===== src/rtl/enigma_uart_letter_rx_if.sv =====
// rtl/enigma_uart_letter_rx_if.sv - letter stream handshake between UART front-end and Enigma core
// Purpose: carries one letter index per accepted transfer (out_valid && out_ready).
// Signals:
//   out_letter  5  letter index at the FIFO head (A/a=0 .. Z/z=25)
//   out_valid   1  producer has a letter
//   out_ready   1  consumer takes out_letter this cycle
// Modports: master = letter producer (receiver), slave = letter consumer (core).
interface enigma_uart_letter_rx_if;
  logic [4:0] out_letter;
  logic       out_valid;
  logic       out_ready;

  modport master (output out_letter, output out_valid, input out_ready);
  modport slave  (input out_letter, input out_valid, output out_ready);
endinterface


===== src/rtl/enigma_uart_letter_rx.sv =====
// rtl/enigma_uart_letter_rx.sv - 8N1 UART receiver keeping only ASCII letters, buffered in a FIFO
// Purpose: receives UART bytes on rxd, maps A-Z/a-z to 0-25, queues them for the Enigma core.
// Ports:
//   clk          system clock, rising edge
//   rst_n        asynchronous active-low reset
//   rxd          UART line, idle high, asynchronous to clk
//   out_if       letter stream (master): out_letter / out_valid / out_ready
//   busy         receiver FSM is not idle
//   framing_err  one-cycle pulse when the stop bit is sampled low
//   overflow     sticky: a letter was dropped because the FIFO was full
module enigma_uart_letter_rx #(
  parameter int CLKS_PER_BIT = 1042,
  parameter int FIFO_DEPTH   = 4
) (
  input  logic                      clk,
  input  logic                      rst_n,
  input  logic                      rxd,
  enigma_uart_letter_rx_if.master   out_if,
  output logic                      busy,
  output logic                      framing_err,
  output logic                      overflow
);

  localparam int CW = $clog2(CLKS_PER_BIT);
  localparam int AW = $clog2(FIFO_DEPTH);
  localparam logic [CW-1:0] HALF_M1 = CW'(CLKS_PER_BIT / 2 - 1);
  localparam logic [CW-1:0] FULL_M1 = CW'(CLKS_PER_BIT - 1);

  typedef enum logic [1:0] {S_IDLE, S_START, S_DATA, S_STOP} state_t;

  // Synchronizer and edge-detect history; all reset to the idle-high level.
  logic sync1_q, rxd_s_q, rxd_d_q;

  state_t        state_q;
  logic [CW-1:0] cnt_q;
  logic [2:0]    idx_q;
  logic [7:0]    shift_q;
  logic          busy_q, ferr_q, ovf_q;

  logic [4:0]    mem_q [FIFO_DEPTH];
  logic [AW:0]   wr_ptr_q, rd_ptr_q;

  logic          is_upper_d, is_lower_d, is_letter_d;
  logic [4:0]    letter_d;
  logic          stop_tick_d, push_d, pop_d, empty_d, full_d;

  // shift_q holds the complete byte while in STOP, so classification reads it directly.
  assign is_upper_d  = (shift_q >= 8'h41) && (shift_q <= 8'h5A);
  assign is_lower_d  = (shift_q >= 8'h61) && (shift_q <= 8'h7A);
  assign is_letter_d = is_upper_d || is_lower_d;
  assign letter_d    = is_upper_d ? 5'(shift_q - 8'h41) : 5'(shift_q - 8'h61);

  assign stop_tick_d = (state_q == S_STOP) && (cnt_q == FULL_M1);
  assign push_d      = stop_tick_d && rxd_s_q && is_letter_d;

  assign empty_d = (wr_ptr_q == rd_ptr_q);
  assign full_d  = (wr_ptr_q[AW] != rd_ptr_q[AW]) &&
                   (wr_ptr_q[AW-1:0] == rd_ptr_q[AW-1:0]);
  assign pop_d   = !empty_d && out_if.out_ready;

  assign out_if.out_valid  = !empty_d;
  assign out_if.out_letter = empty_d ? 5'd0 : mem_q[rd_ptr_q[AW-1:0]];
  assign busy        = busy_q;
  assign framing_err = ferr_q;
  assign overflow    = ovf_q;

  always_ff @(posedge clk or negedge rst_n) begin
    if (!rst_n) begin
      sync1_q <= 1'b1;
      rxd_s_q <= 1'b1;
      rxd_d_q <= 1'b1;
    end else begin
      sync1_q <= rxd;
      rxd_s_q <= sync1_q;
      rxd_d_q <= rxd_s_q;
    end
  end

  always_ff @(posedge clk or negedge rst_n) begin
    if (!rst_n) begin
      state_q <= S_IDLE;
      cnt_q   <= '0;
      idx_q   <= '0;
      shift_q <= '0;
      busy_q  <= 1'b0;
      ferr_q  <= 1'b0;
    end else begin
      ferr_q <= 1'b0;
      case (state_q)
        S_IDLE: begin
          // Only a true high-to-low edge starts a frame; a line stuck low stays idle.
          if (rxd_d_q && !rxd_s_q) begin
            state_q <= S_START;
            cnt_q   <= '0;
            busy_q  <= 1'b1;
          end
        end
        S_START: begin
          if (cnt_q == HALF_M1) begin
            cnt_q <= '0;
            idx_q <= '0;
            if (rxd_s_q) begin
              state_q <= S_IDLE;     // start bit vanished before mid-bit: glitch
              busy_q  <= 1'b0;
            end else begin
              state_q <= S_DATA;
            end
          end else begin
            cnt_q <= cnt_q + 1'b1;
          end
        end
        S_DATA: begin
          if (cnt_q == FULL_M1) begin
            cnt_q   <= '0;
            shift_q <= {rxd_s_q, shift_q[7:1]};
            idx_q   <= idx_q + 1'b1;
            if (idx_q == 3'd7) state_q <= S_STOP;
          end else begin
            cnt_q <= cnt_q + 1'b1;
          end
        end
        S_STOP: begin
          if (cnt_q == FULL_M1) begin
            cnt_q   <= '0;
            state_q <= S_IDLE;
            busy_q  <= 1'b0;
            ferr_q  <= !rxd_s_q;
          end else begin
            cnt_q <= cnt_q + 1'b1;
          end
        end
        default: begin
          state_q <= S_IDLE;
          busy_q  <= 1'b0;
        end
      endcase
    end
  end

  // A simultaneous pop frees a slot, so a push into a full FIFO still lands.
  always_ff @(posedge clk or negedge rst_n) begin
    if (!rst_n) begin
      for (int i = 0; i < FIFO_DEPTH; i++) mem_q[i] <= '0;
      wr_ptr_q <= '0;
      rd_ptr_q <= '0;
      ovf_q    <= 1'b0;
    end else begin
      if (push_d) begin
        if (!full_d || pop_d) begin
          mem_q[wr_ptr_q[AW-1:0]] <= letter_d;
          wr_ptr_q <= wr_ptr_q + 1'b1;
        end else begin
          ovf_q <= 1'b1;
        end
      end
      if (pop_d) rd_ptr_q <= rd_ptr_q + 1'b1;
    end
  end

endmodule


===== src/flat_wrapper.sv =====
// flat-port wrapper written by rule: the top's interface ports become plain ports
module enigma_uart_letter_rx_flat 
#(
  parameter int CLKS_PER_BIT = 1042,
  parameter int FIFO_DEPTH   = 4
)
  (clk, rst_n, rxd, busy, framing_err, overflow, out_if_out_letter, out_if_out_valid, out_if_out_ready);
  enigma_uart_letter_rx_if out_if_i ();
  input  logic clk;
  input  logic rst_n;
  input  logic rxd;
  output logic busy;
  output logic framing_err;
  output logic overflow;
  output wire logic [$bits(out_if_i.out_letter)-1:0] out_if_out_letter;
  output wire logic [$bits(out_if_i.out_valid)-1:0] out_if_out_valid;
  input wire logic [$bits(out_if_i.out_ready)-1:0] out_if_out_ready;
  assign out_if_out_letter = out_if_i.out_letter;
  assign out_if_out_valid = out_if_i.out_valid;
  assign out_if_i.out_ready = out_if_out_ready;
  enigma_uart_letter_rx #(.CLKS_PER_BIT(CLKS_PER_BIT), .FIFO_DEPTH(FIFO_DEPTH)) u_core (.clk(clk), .rst_n(rst_n), .rxd(rxd), .out_if(out_if_i), .busy(busy), .framing_err(framing_err), .overflow(overflow));
endmodule

===== config.mk =====
export PLATFORM = sky130hd
export DESIGN_NAME = enigma_uart_letter_rx_flat
export DESIGN_NICKNAME = d
export VERILOG_FILES = /design/src/rtl/enigma_uart_letter_rx_if.sv /design/src/rtl/enigma_uart_letter_rx.sv /design/src/flat_wrapper.sv
export SDC_FILE = /design/constraint.sdc
export NUM_CORES = 1
export LEC_CHECK = 0
export ABC_AREA = 1
export CORE_MARGIN = 2
export CORE_UTILIZATION = 65
export DETAILED_ROUTE_END_ITERATION = 8
export PLACE_DENSITY = 0.95
export SETUP_SLACK_MARGIN = 0.5
export SLEW_MARGIN = 20
export SYNTH_ARGS = -nofsm -noshare
export SYNTH_HDL_FRONTEND = slang
export SYNTH_SLANG_ARGS = --single-unit
export TNS_END_PERCENT = 20

===== constraint.sdc =====
create_clock -name clk -period 2.42 [get_ports clk]
set_input_delay 0.363 -clock clk [delete_from_list [all_inputs] [get_ports clk]]
set_output_delay 0.363 -clock clk [all_outputs]
set_load 0.02 [all_outputs]

==> impl_metrics.csv, run 1 <==
group,metric,value,unit
setup_path,cp_data_arrival_time,1.58,ns
layout,fillers,334,
power,switchingPower,1000,uW
global_routing,grt_max_degree,32,
power,max-vdd-ir-drop,0.615,mV
route,via_count,2718,
yosys,synthXorXnorAreaFrac,2.56,%
sta,rsz0062_at_grt,"yes",
yosys,synthMuxAreaShare,0,%
yosys,yosys-top-cells-count,"115 x nand2_1, 53 x dfrtp_1, 46 x inv_1",
global_routing,grt_pass1_wl,11200,um
yosys,synth_compound_area_share,7.87,%
die,fp.dieW,72.9,um
route,wirelength,6770,um
die,rows,25,
setup_path,cp_max_fo,8,
power,internal_power,1710,uW
layout,fin_cells,467,
layout,fin_nets,429,
yosys,ys_warn_count,0,
job,cap_violations,0,
place,dp_cells,451,
sta,finClkSkew,0.0122,ns
clock_network,root_buffer,"clkbuf_8",
clock_network,h-tree-depth,2,
outcome,status,"complete, no violations",
yosys,yosysTopAreaCell,"dfrtp_1",
layout,final_area,3420,sq um
power,sw_frac_of_total,36.9,%
yosys,synth_top_family_by_area,"simple AND/OR/NAND/NOR gates",
die,core,4660,sq um
sta,setup_tns,0,ns
yosys,synthAdderAreaFrac,5.27,%
yosys,yosys.area_share.simple,30.3,%
die,die_height,72.9,um
place,place.gp.congestion,0.899,
yosys,ys_async_sr_fraction,100,%
layout,antennaDiodeCount,0,
sta,hold_viol,0,
sta,fin_crit_sh,80.4,%
yosys,yosysMostFrequentCell,"nand2_1",
yosys,syn_avg_cell_area,7.89,sq um
hold_path,hold_class,"primary input to asynchronous set/reset pin",
yosys,synth_edf_count,0,
place,placed_area,3220,sq um
power,p_comb_share,36.4,%
global_routing,grt_pass1_vias,2600,
sta,fin_ws,0.473,ns
route,drc,0,
yosys,synth_area_leaders,"dfrtp_1 43%, nand2_1 14%, inv_1 5.6%, nand4_1 5.5%, ha_1 5.3%",
die,start_util,66.2,%
yosys,yosys_register_bits,56,
global_routing,grtUsageTotal,27.0,%
die,dieArea,5310,sq um
power,powerDensity,791,nW/um^2
clock_network,clock_latency,0.32,ns
clock_network,cts_tree,"done",
place,port_buffers,12,
sta,fmax,514,MHz
layout,syn2layout_area_growth,11.0,%
place,dp_slack,0.318,ns
yosys,synth_ff_type,"dfrtp_1",
yosys,synth_area,3080,sq um
power,leakagePower,0.00173,uW
clock_network,clkTransAtPathRegs,0.10,ns
die,ios,13,
clock_network,cts_hold_buf,0,
clock_network,cts_sinks,56,
route,dr.pass1.iters,5,
sta,slew_violations,0,
route,final_antenna_net_count,0,
sta,worst_pin_slew,0.724,ns
yosys,synth_top_area_share,43.0,%
setup_path,cp-start-kind,"flop",
global_routing,grt_overflow_total,0,
setup_path,cp-end-kind,"primary output",
yosys,synth_cell_types,26,
layout,final_layout_size_suffix_gt1_share,10.7,%
place,dp_hpwl,4740,um
clock_network,cts_made_buffers,5,
sta,slew_headroom,51.7,%
sta,period_needed,1.95,ns
yosys,synthCells,391,
route,drt_iter0_drc,254,
yosys,seq_area_frac_synth,45.6,%
global_routing,antenna_found_initial,0,
setup_path,required,2.06,ns
power,seqPwrFrac,41.0,%
route,routedWlPerCell,14.5,um
yosys,syn_nets,408,
power,clkPwrFrac,22.6,%
sta,setup_viol,0,
route,viasPerCell,5.82,
clock_network,clk_path_buf_depth,2,
setup_path,crit_type,"flop to primary output",
-- layout by cell type (no fill, tap or decap), types with 2 or more instances in the layout --
cell             instances
nand2_1                114
dfrtp_1                 50
inv_1                   44
nor2_1                  34
o21ai_0                 31
nand4_1                 27
nand3_1                 22
ha_1                    13
buf_4                    8
xor2_1                   6
o22ai_1                  5
nor2_4                   5
clkbuf_8                 5
clkdlybuf4s50_1          5
inv_2                    4
xnor2_1                  3
nand2_2                  3
nor3_1                   3
a21oi_1                  3
clkdlybuf4s15_2          3
dfrtp_2                  3
dfstp_2                  3
nor2_2                   2
o21bai_1                 2
clkbuf_1                 2
clkdlybuf4s15_1          2
buf_12                   2
-- per-layer routing --
layer | up-vias | GRT usage, % | part of all wire, %
met5 | - | 0 | 0
met4 | 0 | 10.7 | 2.5
met3 | 21 | 4.28 | 5.2
met2 | 116 | 47.9 | 50
met1 | 1274 | 33.0 | 42
li1 | 1307 | - | -
-- power by group through the flow --
stage	registers, uW	logic, uW	clock network [uW]
2_1_floorplan	1100	697	0
3_3_place_gp	1140	906	0
3_5_place_dp	1150	938	0
4_1_cts	1110	982	611
5_1_grt	1120	1110	647
6_report	1110	986	611
-- worst max-delay path, cell delays in order, from the launching register on --
cell,delay [ns]
dfrtp_2,0.44
inv_2,0.11
nand2_1,0.07
nand2_1,0.07
nor2_2,0.05
nand2_2,0.13
nand2_1,0.07
inv_1,0.05
clkdlybuf4s15_1,0.28
-- cell families after synthesis --
family / after synthesis
xor gates and xnor gates: 9
AOI/OAI and AO/OA: 45
buffers and inverters: 57
DFF: 56
adders and majority gates: 13
and+or+nand+nor: 211
-- final timing paths --
| path | cells past startpoint | to | slack [ns] | start |
|---|---|---|---|---|
| worst max-delay path | 8 | out_if_out_letter[0] | 0.47 | u_core.rd_ptr_q[1]$_DFFE_PN0P_ |
| worst min-delay path | 1 | u_core.rd_ptr_q[1]$_DFFE_PN0P_ | 0.09 | rst_n |
| worst max register to register | 9 | u_core.mem_q[15]$_DFFE_PN0P_ | 0.61 | u_core.cnt_q[1]$_DFFE_PN0N_ |
| worst min register to register | 0 | u_core.rxd_s_q$_DFF_PN1_ | 0.36 | u_core.sync1_q$_DFF_PN1_ |
| max in group asynchronous | 2 | u_core.rxd_s_q$_DFF_PN1_ | 1.66 | rst_n |
| min in group clk | 0 | u_core.rxd_s_q$_DFF_PN1_ | 0.36 | u_core.sync1_q$_DFF_PN1_ |
-- through the flow --
step / hold slack (ns) / total power [uW] / utilization (%)
after floorplan: 0.0674 / 1800 / -
after global placement: 0.345 / 2040 / 69.1
after detailed placement: 0.348 / 2080 / 69.1
after CTS: 0.109 / 2700 / 72.3
after global routing: 0.138 / 2880 / 73.4
final: 0.0885 / 2710 / 73.4
-- state kept, by name, indices dropped and copies added, names as in the netlist, named ones only --
signal	flops
u_core.state_q	1
u_core.sync1_q	1
u_core.framing_err	1
u_core.rxd_d_q	1
u_core.idx_q	3
u_core.busy	1
u_core.wr_ptr_q	3
u_core.mem_q	20
u_core.rxd_s_q	1
u_core.shift_q	8
u_core.cnt_q	11
u_core.overflow	1
u_core.rd_ptr_q	3
-- repair_timing --
item,CTS,global route
setup buffers,5,2
setup endpoints to repair,9,35
resized for setup,19,5
gates cloned,0,1
pin swaps,1,1
-- layout make-up --
cell class,instances,area [sq um],share of cell area [%]
inverter,48,180,5.27
clock buffer,7,76.3,2.23
sequential,56,1410,41.2
clock inverter,1,30.0,0.878
timing repair buffer,22,218,6.36
multi-input combinational,279,1440,42.1
tap,54,67.6,1.97
Power figures use the tool's default switching activity.
==> inputs of run 2 (changes only) <==
--- a/config.mk
+++ b/config.mk
@@ -7,9 +7,9 @@
 export LEC_CHECK = 0
 export ABC_AREA = 1
 export CORE_MARGIN = 2
-export CORE_UTILIZATION = 65
+export CORE_UTILIZATION = 60
 export DETAILED_ROUTE_END_ITERATION = 8
-export PLACE_DENSITY = 0.95
+export PLACE_DENSITY = 0.91
 export SETUP_SLACK_MARGIN = 0.5
 export SLEW_MARGIN = 20
 export SYNTH_ARGS = -nofsm -noshare
==> constraint.sdc (replaced) <==
create_clock -name clk -period 1.8 [get_ports clk]
set_input_delay 0.27 -clock clk [delete_from_list [all_inputs] [get_ports clk]]
set_output_delay 0.27 -clock clk [all_outputs]
set_load 0.02 [all_outputs]
==> run 2 against run 1 <==
Net effect:
- sequential share of layout area fell by 4.2 points
- clock-buffer cell count fell by 2
- hold slack better by 0.27 ns
- highest routed layer unchanged
- utilization up 2.1 points
- sequential power rose by 36%
- critical path type unchanged
- global-route usage decreased by 0.62 points
- cell area increased by 11%
- final cell count rose by 9.4%
==> impl_metrics.csv, run 2 (synthesis gave the netlist of run 1 again) <==
group,metric,value,unit
place,place.gp.congestion,0.897,
sta,setup_viol,0,
place,placed_area,3370,sq um
setup_path,rr_worst_depth,10,
power,max-vdd-ir-drop,0.800,mV
sta,rsz0062_at_grt,"yes",
sta,fin_crit_sh,95.2,%
setup_path,cp_max_fo,8,
clock_network,h-tree-depth,2,
layout,syn2layout_area_growth,23.5,%
setup_path,crit_type,"flop to primary output",
die,die_height,75.7,um
die,ios,13,
sta,slew_headroom,70.0,%
setup_path,rr_startpoint,"u_core.shift_q[0]$_DFFE_PN0P_",
hold_path,hold_path_end,"u_core.sync1_q$_DFF_PN1_",
die,dieArea,5730,sq um
clock_network,cts_sinks,56,
layout,fillers,343,
outcome,status,"complete, no violations",
layout,final_common_cell,"nand2_1",
global_routing,antenna_found_initial,0,
hold_path,hold_depth,1,
clock_network,root_buffer,"clkbuf_8",
die,fp.dieW,75.7,um
setup_path,cp_num_buf_inv,2,
sta,finClkSkew,0.0174,ns
global_routing,grt_max_degree,22,
die,start_util,61.2,%
layout,top_regs,"u_core.mem_q x20, u_core.cnt_q x11, u_core.shift_q x8",
route,viasPerCell,5.50,
sta,fmax,584,MHz
setup_path,r2r_slack,0.12,ns
route,drt_iter0_drc,322,
clock_network,cts_made_buffers,5,
die,core,5040,sq um
route,routedWlPerCell,13.7,um
sta,hold_viol,0,
setup_path,slowest_stage,"dfrtp_2",
setup_path,cp-end-kind,"primary output",
place,dp_hpwl,4780,um
setup_path,slowest_delay,0.48,ns
global_routing,grt_overflow_total,0,
clock_network,clkTransAtPathRegs,0.11,ns
sta,whs,0.358,ns
clock_network,cts_tree,"done",
route,drc,0,
layout,largest_reg_flops,20,
global_routing,grtUsageTotal,26.4,%
clock_network,clk_path_buf_depth,2,
layout,largest_register,"u_core.mem_q",
setup_path,regToRegEndpoint,"u_core.mem_q[19]$_DFFE_PN0P_",
power,powerDensity,1000,nW/um^2
setup_path,crit_chain,"xor2_2 > nor2_4 > nand2_4 > nand2_1 > inv_1 > buf_2",
route,dr.pass1.iters,5,
layout,final_area,3810,sq um
layout,antennaDiodeCount,0,
power,leakagePower,0.00191,uW
die,rows,26,
global_routing,grt_pass1_vias,2600,
sta,worst_pin_slew,0.448,ns
job,cap_violations,0,
route,via_count,2809,
route,wirelength,7000,um
hold_path,min_from,"rxd",
layout,final_layout_size_suffix_gt1_share,22.4,%
setup_path,cp-start-kind,"flop",
sta,period_needed,1.71,ns
setup_path,required,1.53,ns
sta,slew_violations,0,
route,final_antenna_net_count,0,
layout,final_cell_mix,"109 x nand2_1, 50 x dfrtp_1, 40 x inv_1",
setup_path,cp_data_arrival_time,1.44,ns
hold_path,hold_class,"primary input to flop",
global_routing,grt_pass1_wl,11500,um
layout,fin_nets,457,
clock_network,clock_latency,0.32,ns
place,port_buffers,12,
setup_path,crit_family,"flip-flops",
==> run 2: worst max-delay path by stage <==
| stage | end | cells past startpoint | from | slack (ns) |
|---|---|---|---|---|
| 2_1_floorplan | u_core.mem_q[0]$_DFFE_PN0P_ | 9 | u_core.cnt_q[1]$_DFFE_PN0N_ | 0.35 |
| 3_3_place_gp | out_if_out_letter[0] | 6 | u_core.rd_ptr_q[0]$_DFFE_PN0P_ | 0.01 |
| 3_5_place_dp | out_if_out_letter[0] | 6 | u_core.rd_ptr_q[0]$_DFFE_PN0P_ | -0.05 |
| 4_1_cts | out_if_out_letter[0] | 6 | u_core.rd_ptr_q[0]$_DFFE_PN0P_ | 0.05 |
| 5_1_grt | out_if_out_letter[2] | 6 | u_core.rd_ptr_q[0]$_DFFE_PN0P_ | 0.009 |
| 6_report | out_if_out_letter[0] | 6 | u_core.rd_ptr_q[0]$_DFFE_PN0P_ | 0.09 |
==> run 2: worst reg2reg max path, stage by stage (launching register included) <==
cell and delay, ns:
dfrtp_1 0.42, inv_4 0.10, ha_4 0.13, nand2_2 0.05, nand2_2 0.07, nor2_4 0.05, buf_4 0.13, nor2_4 0.14
nand4_1 0.27, nand2_1 0.16, nand2_1 0.06
==> run 2: metrics by stage <==
stage,utilization (%),cells,setup slack [ns],TNS (ns),total power (uW)
final,75.5,511,0.0862,0,3810
after detailed placement,66.8,480,-0.0501,-0.164,2900
after global routing,75.5,511,0.00883,0,4060
after floorplan,-,391,0.348,0,2450
after global placement,66.8,480,0.0127,0,2840
after CTS,71.9,500,0.0471,0,3630
==> run 2: layout make-up <==
cell class / count / area [sq um] / share of cell area, %
Sequential cell: 56 / 1410 / 37.0
Inverter: 48 / 185 / 4.86
Tap cell: 70 / 87.6 / 2.30
Timing Repair Buffer: 51 / 487 / 12.8
Clock buffer: 5 / 68.8 / 1.81
Multi-Input combinational cell: 278 / 1550 / 40.7
Clock inverter: 3 / 21.3 / 0.558
==> run 2: timing repair <==
| action | CTS | global route |
|---|---|---|
| endpoints found under the hold margin | 13 | 0 |
| endpoints found under the setup margin | 59 | 61 |
| pin swaps | 14 | 15 |
| hold buffers | 1 | 0 |
| setup buffers | 10 | 11 |
| resized for setup | 47 | 31 |
| gates cloned | 1 | 0 |
==> run 2: power by group <==
| group | total [uW] | switching (uW) | internal (uW) |
|---|---|---|---|
| Clock | 703 | 426 | 277 |
| Sequential | 1510 | 141 | 1370 |
| Combinational | 1600 | 925 | 672 |
==> run 2: metal layers <==
layer | wire length (um) | vias up | track usage (%)
met1 | 2980 | 1314 | 33.5
li1 | - | 1363 | -
met2 | 3530 | 110 | 45.7
met3 | 340 | 22 | 5.03
met4 | 151 | 0 | 8.77
met5 | 0 | - | 0
